[config.mk]
export PLATFORM = sky130hd
export DESIGN_NAME = tx_frame_sequencer
export DESIGN_NICKNAME = d
export VERILOG_FILES = /design/src/rtl/tx_frame_sequencer.sv
export SDC_FILE = /design/constraint.sdc
export NUM_CORES = 1
export LEC_CHECK = 0
export BUFFER_PORTS_ARGS = -buffer_cell sky130_fd_sc_hd__buf_2
export CORE_MARGIN = 10
export CORE_UTILIZATION = 45
export CTS_CLUSTER_DIAMETER = 100
export DETAILED_ROUTE_END_ITERATION = 10
export GPL_TIMING_DRIVEN = 0
export SYNTH_ARGS = -nofsm -noshare
export SYNTH_HDL_FRONTEND = slang
export SYNTH_SLANG_ARGS = --single-unit
[constraint.sdc]
create_clock -name SYS_CLK -period 4.4 [get_ports SYS_CLK]
set_input_delay 0.44 -clock SYS_CLK [delete_from_list [all_inputs] [get_ports SYS_CLK]]
set_output_delay 0.44 -clock SYS_CLK [all_outputs]
set_load 0.005 [all_outputs]
[src/rtl/tx_frame_sequencer.sv]
`default_nettype none
// +--------------------------------------------------------------------------+
// | Module   : tx_frame_sequencer                                            |
// | Purpose  : VLC transmitter frame/burst sequencer: PHY reset, guard,      |
// |            short/long preamble windows and paced data-symbol requests.   |
// | Revision : 1.0  initial release                                          |
// +--------------------------------------------------------------------------+
module tx_frame_sequencer #(
    parameter int PHY_RST_CYCLES  = 10,
    parameter int TS_DELAY_CYCLES = 64,
    parameter int SHORT_LEN       = 320,
    parameter int LONG_LEN        = 288,
    parameter int SYM_PERIOD      = 80,
    parameter int IFG_CYCLES      = 32,
    parameter int NSYM_W          = 16,
    parameter int NFRM_W          = 8
) (
    input  logic              SYS_CLK,
    input  logic              S_MCU_RST,
    input  logic              SEND_ENABLE,
    input  logic [NSYM_W-1:0] N_SYM,
    input  logic [NFRM_W-1:0] N_FRAME,
    input  logic              ABORT,
    output logic              PHY_RST,
    output logic              SHORT_ACK,
    output logic              LONG_ACK,
    output logic              DATA_REQ,
    output logic              BUSY,
    output logic              FRAME_DONE,
    output logic              BURST_DONE,
    output logic [NFRM_W-1:0] FRAME_IDX
);

    localparam int c_max_ab  = (PHY_RST_CYCLES > TS_DELAY_CYCLES) ? PHY_RST_CYCLES : TS_DELAY_CYCLES;
    localparam int c_max_cd  = (SHORT_LEN > LONG_LEN) ? SHORT_LEN : LONG_LEN;
    localparam int c_max_dur = (c_max_ab > c_max_cd) ? c_max_ab : c_max_cd;
    localparam int c_ph_w    = (c_max_dur > 1) ? $clog2(c_max_dur) : 1;
    localparam int c_slot_w  = (SYM_PERIOD > 1) ? $clog2(SYM_PERIOD) : 1;

    localparam logic [c_ph_w-1:0]   c_ph_one     = c_ph_w'(1);
    localparam logic [c_ph_w-1:0]   c_phy_last   = c_ph_w'(PHY_RST_CYCLES - 1);
    localparam logic [c_ph_w-1:0]   c_ts_last    = c_ph_w'(TS_DELAY_CYCLES - 1);
    localparam logic [c_ph_w-1:0]   c_short_last = c_ph_w'(SHORT_LEN - 1);
    localparam logic [c_ph_w-1:0]   c_long_last  = c_ph_w'(LONG_LEN - 1);
    localparam logic [c_ph_w-1:0]   c_ifg_last   = c_ph_w'(IFG_CYCLES - 1);
    localparam logic [c_slot_w-1:0] c_slot_one   = c_slot_w'(1);
    localparam logic [c_slot_w-1:0] c_slot_last  = c_slot_w'(SYM_PERIOD - 1);
    localparam logic [NSYM_W-1:0]   c_sym_one    = NSYM_W'(1);
    localparam logic [NFRM_W-1:0]   c_frm_one    = NFRM_W'(1);

    localparam logic [2:0] c_st_idle  = 3'd0;
    localparam logic [2:0] c_st_phy   = 3'd1;
    localparam logic [2:0] c_st_ts    = 3'd2;
    localparam logic [2:0] c_st_short = 3'd3;
    localparam logic [2:0] c_st_long  = 3'd4;
    localparam logic [2:0] c_st_data  = 3'd5;
    localparam logic [2:0] c_st_fend  = 3'd6;
    localparam logic [2:0] c_st_ifg   = 3'd7;

    logic [2:0]          r_state,   w_state;
    logic [c_ph_w-1:0]   r_phase,   w_phase;
    logic [c_slot_w-1:0] r_slot,    w_slot;
    logic [NSYM_W-1:0]   r_sym,     w_sym;
    logic [NSYM_W-1:0]   r_n_sym,   w_n_sym;
    logic [NFRM_W-1:0]   r_n_frame, w_n_frame;
    logic [NFRM_W-1:0]   r_idx,     w_idx;
    logic r_phy_rst, r_short_ack, r_long_ack, r_data_req;
    logic r_busy, r_frame_done, r_burst_done;

    always_comb begin
        w_state   = r_state;
        w_phase   = '0;
        w_slot    = r_slot;
        w_sym     = r_sym;
        w_n_sym   = r_n_sym;
        w_n_frame = r_n_frame;
        w_idx     = r_idx;
        case (r_state)
            c_st_idle: begin
                if (SEND_ENABLE && !ABORT) begin
                    w_state   = c_st_phy;
                    w_n_sym   = N_SYM;
                    w_n_frame = (N_FRAME == '0) ? c_frm_one : N_FRAME;
                    w_idx     = '0;
                end
            end
            c_st_phy: begin
                if (r_phase == c_phy_last) w_state = c_st_ts;
                else                       w_phase = r_phase + c_ph_one;
            end
            c_st_ts: begin
                if (r_phase == c_ts_last) w_state = c_st_short;
                else                      w_phase = r_phase + c_ph_one;
            end
            c_st_short: begin
                if (r_phase == c_short_last) w_state = c_st_long;
                else                         w_phase = r_phase + c_ph_one;
            end
            c_st_long: begin
                if (r_phase == c_long_last) begin
                    w_state = (r_n_sym == '0) ? c_st_fend : c_st_data;
                    w_slot  = '0;
                    w_sym   = '0;
                end else begin
                    w_phase = r_phase + c_ph_one;
                end
            end
            c_st_data: begin
                // r_sym counts completed slots; the frame ends on the last slot's final cycle
                if (r_slot == c_slot_last) begin
                    w_slot = '0;
                    if (r_sym == r_n_sym - c_sym_one) w_state = c_st_fend;
                    else                              w_sym   = r_sym + c_sym_one;
                end else begin
                    w_slot = r_slot + c_slot_one;
                end
            end
            c_st_fend: begin
                if (r_idx == r_n_frame - c_frm_one) begin
                    w_state = c_st_idle;
                end else begin
                    w_state = c_st_ifg;
                    w_idx   = r_idx + c_frm_one;
                end
            end
            c_st_ifg: begin
                if (r_phase == c_ifg_last) w_state = c_st_short;
                else                       w_phase = r_phase + c_ph_one;
            end
            default: w_state = c_st_idle;
        endcase
        if (ABORT && (r_state != c_st_idle)) begin
            w_state = c_st_idle;
            w_phase = '0;
            w_slot  = '0;
            w_sym   = '0;
            w_idx   = '0;
        end
    end

    // Outputs are decoded from the next-state values so they register alongside the state
    always_ff @(posedge SYS_CLK or posedge S_MCU_RST) begin
        if (S_MCU_RST) begin
            r_state      <= c_st_idle;
            r_phase      <= '0;
            r_slot       <= '0;
            r_sym        <= '0;
            r_n_sym      <= '0;
            r_n_frame    <= '0;
            r_idx        <= '0;
            r_phy_rst    <= 1'b0;
            r_short_ack  <= 1'b0;
            r_long_ack   <= 1'b0;
            r_data_req   <= 1'b0;
            r_busy       <= 1'b0;
            r_frame_done <= 1'b0;
            r_burst_done <= 1'b0;
        end else begin
            r_state      <= w_state;
            r_phase      <= w_phase;
            r_slot       <= w_slot;
            r_sym        <= w_sym;
            r_n_sym      <= w_n_sym;
            r_n_frame    <= w_n_frame;
            r_idx        <= w_idx;
            r_phy_rst    <= (w_state == c_st_phy);
            r_short_ack  <= (w_state == c_st_short);
            r_long_ack   <= (w_state == c_st_long);
            r_data_req   <= (w_state == c_st_data) && (w_slot == '0);
            r_busy       <= (w_state != c_st_idle);
            r_frame_done <= (w_state == c_st_fend);
            r_burst_done <= (w_state == c_st_fend) && (w_idx == w_n_frame - c_frm_one);
        end
    end

    assign PHY_RST    = r_phy_rst;
    assign SHORT_ACK  = r_short_ack;
    assign LONG_ACK   = r_long_ack;
    assign DATA_REQ   = r_data_req;
    assign BUSY       = r_busy;
    assign FRAME_DONE = r_frame_done;
    assign BURST_DONE = r_burst_done;
    assign FRAME_IDX  = r_idx;

endmodule
`default_nettype wire

# Yosys cells after proc, flatten, opt, wreduce, memory -nomap -nowiden
# Index checks and enable logic that the tools add are counted.
dict set report totals {
  word_cells 94
  output_inout_bits 15
  ff_bits 74
  inputBits 28
}
dict set report op_classes {
  n_eq_ne 24
  muxes 35
  n_reduce_logical 14
  add_sub_neg 7
}
# op n
set op_table {}
lappend op_table {{$mux W16} 4}
lappend op_table {{$mux W9} 6}
lappend op_table {{$mux W8} 6}
lappend op_table {{$pmux W9 S5} 1}
lappend op_table {{$pmux W16 S2} 1}
lappend op_table {{$mux W3} 10}
lappend op_table {{$pmux W3 S8} 1}
lappend op_table {{$eq A3 B3 Y1 const B} 7}
lappend op_table {{$mux W7} 3}
lappend op_table {{$eq A9 B9 Y1 const B} 2}
lappend op_table {{$add A16 B1 Y16 const B} 1}
lappend op_table {{$eq A16 B16 Y1} 1}
lappend op_table {{$eq A8 B8 Y1} 2}
lappend op_table {{$logic_not A16 Y1} 1}
lappend op_table {{$pmux W8 S2} 1}
lappend op_table {{$sub A16 B1 Y16 const B} 1}
lappend op_table {{$sub A8 B1 Y8 const B} 2}
lappend op_table {{$pmux W7 S2} 1}
lappend op_table {{$add A9 B1 Y9 const B} 1}
lappend op_table {{$eq A3 B2 Y1 const B} 3}
lappend op_table {{$eq A9 B4 Y1 const B} 1}
lappend op_table {{$eq A9 B5 Y1 const B} 1}
lappend op_table {{$eq A9 B6 Y1 const B} 1}
lappend op_table {{$ne A3 B3 Y1 const B} 3}
lappend op_table {{other kinds (13)} 19}

# Longest topological paths before layout
dict set report depth {
  ltp_word 8
  depth_mapped 14
  depth_no_buf 13
}

# Least setup slack after synthesis
# OpenSTA, ideal clock, no wires.
dict set report synth_path {
  kind {flip-flop to flip-flop}
  start {register r_state[0]}
  end {register r_burst_done (netlist: BURST_DONE)}
  period_less_slack_ps 3146
  path_stages_with_launch 15
  n_path_buf 1
  arrival_time_ps 3034
  t_required_ps 4289
  setup_time_ps 111
  path_slack_ps 1254
  cell_sequence {dfrtp_1 -> clkbuf_1 -> nor2_1 -> nand2_1 -> nor3b_1 -> mux2i_1 -> ha_1 -> nand2_1 -> xor2_1 -> mux2i_1 -> and3_1 -> nor2_1 -> o211ai_1 -> nand4_2 -> a2111oi_2}
}
dict set report synth_between {
  elab_chain_cells 6
  word_cells_on_any_way 27
  cone_classes {1 x add/sub; 9 x eq/ne; 13 x mux; 4 x reduce/logical}
}
# item line_no
set synth_rtl {}
lappend synth_rtl {{start, declared} 60} ;# logic [2:0] r_state, w_state;
lappend synth_rtl {{start signal, assigned} 144} ;# r_state <= c_st_idle;
lappend synth_rtl {{start signal, assigned} 159} ;# r_state <= w_state;
lappend synth_rtl {{parallel branches: the longest is 5 deep, another holds $sub A8 B1 Y8} -}
lappend synth_rtl {{$logic_and A1 B1 Y1 (*)} 172} ;# r_burst_done <= (w_state == c_st_fend) && (w_idx == w_n_frame - c_frm_one);
lappend synth_rtl {{end signal, assigned} 172}
lappend synth_rtl {{end, declared} 68} ;# logic r_busy, r_frame_done, r_burst_done;
# Mark *: on every way between the ends.
# A chain may end at the register's enable or synchronous reset.

# Final worst setup path
# Ends and elaborated chain as after synthesis.

==> flow_metrics.py <==
metrics = {
    "sta": {
        "rsz0062_at_grt": "false",
        "clock_skew_ns": 0.0153,
        "slew_viol_final": 0,
        "setup_viol_count_final": 0,
        "slew_headroom_pct": 50.3,
        "hold_viol_final": 0,
        "layout_worst_path_cycle_share_pct": 88.5,
        "worstMarginPinSlew_ns": 0.736,
        "min_period_ns": 3.89,
        "finalSetupTns_ns": 0,
        "timing.fmax_mhz": 257,
    },
    "logic_synthesis": {
        "netlist.top_cell.by_area": "dfrtp_1",
        "mappedNetlistNets": 637,
        "synthCells": 601,
        "yosys_register_bits": 74,
        "syn_avg_cell_area_sq_um": 8.38,
        "yosysSeqAreaShare_pct": 36.8,
        "yosys-top-cells-area": "dfrtp_1, nand2_1, xnor2_1",
        "synth_flop_cell": "dfrtp_1",
        "synth.top_cell.area_share_pct": 36.8,
        "async_reset_ff_share_pct": 100,
        "syn_area_sq_um": 5040,
        "synth_edf_count": 0,
        "ys_warn_count": 0,
        "synth.top_cells.by_count": "nand2_1, dfrtp_1, nor2_1, xnor2_1, nand3_1",
        "ys_types": 68,
        "synth.most_common_cell": "nand2_1",
    },
    "global_route": {
        "grt_max_degree": 62,
        "antenna_found_initial": 0,
        "grtUsageTotal_pct": 16.9,
        "grt-ovfl-total": 0,
        "first_global_vias": 4457,
        "grt_pass1_wl_um": 22500,
    },
    "setup_path": {
        "regToRegSetupSlack_ns": 0.51,
        "cpLargestDelayFamily": "simple AND/OR/NAND/NOR gates",
        "cp.arrival_ns": 4.14,
        "critPathRequiredTime_ns": 4.65,
        "crit_buf_inv": 1,
        "crit_path_end_kind": "register",
        "path_class": "reg -> reg",
        "worst_path_max_delay_cell": "a21oi_1",
        "cpPeakStageDelay_ns": 0.53,
        "cp_cell_sequence": "clkbuf_1, nor3_1, nand3b_1, a21oi_1, ha_1, nand2_1, xor2_1, mux2i_1, and3_1, nor2_1, o211ai_1, nand4_2, a2111oi_2",
        "path_max_fanout": 9,
        "start_kind": "register",
    },
    "route": {
        "wl_per_cell_um": 16.6,
        "drc_errors": 0,
        "drt_iter0_drc": 278,
        "dr_wl_met3_um": 588,
        "ant_nets": 0,
        "top_layer": "met4",
        "met2_wirelength_um": 6390,
        "vias": 4610,
        "via_per_inst": 5.76,
        "wl_um": 13300,
        "first_pass_iters": 5,
        "wl_met1_um": 6140,
    },
    "final_layout": {
        "drive_above_1_share_pct": 13.0,
        "seqCellArea_sq_um": 1850,
        "utilization_pct": 51.9,
        "multi_input_area_sq_um": 2960,
        "syn_to_final_growth_pct": 12.1,
        "fillers": 1036,
        "final_nets": 692,
        "finalNonFillerCells": 801,
        "diodes": 0,
    },
    "status": {
        "status": "finished clean",
    },
    "floorplanning": {
        "core_sq_um": 10900,
        "dieArea_sq_um": 15800,
        "die_w_um": 126,
        "start_util_pct": 46.3,
        "rows": 38,
        "fp.dieH_um": 126,
        "io_pins": 43,
    },
    "clock_network": {
        "cts.path.max_buffers": 2,
        "cts.sinks": 74,
        "clk_latency_ns": 0.37,
        "ctsHtreeMaxLevel": 3,
        "cts_root_buf": "clkbuf_8",
        "clk_pin_slew_ns": 0.08,
        "cts_made_buffers": 9,
        "cts_tree": "done",
    },
    "placed_design": {
        "dpl.hpwl_um": 9830,
        "dp.cells": 784,
        "gp_congestion": 0.892,
        "portBuffers": 42,
    },
    "power_and_ir_drop": {
        "ir_drop_uv": 265,
        "p_leak_uw": 0.00248,
        "p_per_area_nw_per_um2": 488,
    },
    "run": {
        "max_cap_viol_count": 0,
    },
    "worst_hold_path": {
        "hp-class": "in -> reg",
    },
}
## cell usage in the layout (no fill, tap or decap), types with 5 or more instances in the layout
| cell type | count |
|---|---|
| buf_2 | 44 |
| inv_1 | 17 |
| a21oi_1 | 25 |
| nand4_1 | 11 |
| nor3_1 | 23 |
| buf_6 | 6 |
| clkbuf_1 | 21 |
| o31ai_1 | 11 |
| or3_1 | 7 |
| o21a_1 | 8 |
| o211ai_1 | 8 |
| xnor2_1 | 29 |
| ha_1 | 8 |
| and3_1 | 13 |
| a31oi_1 | 9 |
| dfrtp_1 | 74 |
| o21ai_0 | 19 |
| nor4_1 | 9 |
| nand2_1 | 98 |
| nand3_1 | 28 |
| xor2_1 | 21 |
| nor2_1 | 49 |
| and2_1 | 5 |
| nand2b_1 | 7 |
| nand3b_1 | 5 |
| or4_1 | 14 |
| mux2i_1 | 6 |
| o21ai_1 | 6 |
| clkbuf_8 | 11 |
## area by class of cell
type                    count  area share, %
inverters                  18           1.24
clock inverters             3          0.399
plain buffers              30           2.90
well taps                 140           3.10
flip-flops and latches     74           32.8
multi-input cells         479           52.4
clock buffers              13           2.81
repair buffers             44           4.39
## tightest hold or removal path: stages
cell and delay [ns]:
buf_2 0.07, nand2_1 0.04, nand2_1 0.04
## through the flow
stage | worst slack (ns) | instance area [sq um] | power [uW] | hold slack, ns
6_report | 0.507 | 5650 | 2760 | 0.257
5_1_grt | 0.238 | 5650 | 2960 | 0.255
4_1_cts | 0.265 | 5640 | 2770 | 0.241
3_5_place_dp | 0.307 | 5450 | 2250 | 0.383
3_3_place_gp | 0.271 | 5420 | 2220 | 0.498
2_1_floorplan | 1.25 | 5040 | 1940 | 0.474
## timing repair
| item | 4_1_cts | 5_1_grt |
|---|---|---|
| hold endpoints to repair | 13 | 0 |
| gates resized for setup | 0 | 1 |
| hold buffers | 1 | 0 |
| setup endpoints to repair | 0 | 1 |
| setup buffers | 0 | 0 |
## registers in the layout, indices dropped and copies added (netlist names), 3 cells and up
register and flops:
FRAME_IDX 8, r_n_frame 8, r_n_sym 16, r_phase 9, r_slot 7, r_state 3, r_sym 16
## power breakdown
part | leakage [uW] | total, uW | internal [uW] | switching, uW
logic | 0.00140 | 1280 | 521 | 757
clock network | 0.0000940 | 509 | 239 | 271
registers | 0.000987 | 970 | 812 | 158
## cell families (layout without fill, tap and decap cells)
| family | after synthesis | count (layout) | share of synthesized area (%) |
|---|---|---|---|
| AOI/OAI and AO/OA | 113 | 113 | 15.0 |
| xor gates and xnor gates | 50 | 50 | 8.70 |
| adders and majority gates | 8 | 8 | 1.99 |
| buffers and inverters | 48 | 108 | 4.60 |
| DFF | 74 | 74 | 36.8 |
| muxes | 9 | 9 | 1.94 |
| and+or+nand+nor | 299 | 299 | 31.1 |
## metal layers
metal  up-vias  global-route usage (%)
li1       2274                       -
met1      2219                    21.6
met2       103                    27.4
met3        14                    3.57
met4         0                    5.89
met5         -                       0
## final timing paths
check,start,endpoint,cells past startpoint
hold / removal,N_SYM[3],r_n_sym[3],3
max in group asynchronous,S_MCU_RST,LONG_ACK,4
setup / recovery,r_state[0],BURST_DONE,13
min in group asynchronous,S_MCU_RST,r_n_sym[12],3
hold reg to reg,r_phase[0],r_phase[0],1
setup reg to reg,r_state[0],BURST_DONE,13
Power figures use the tool's default switching activity.
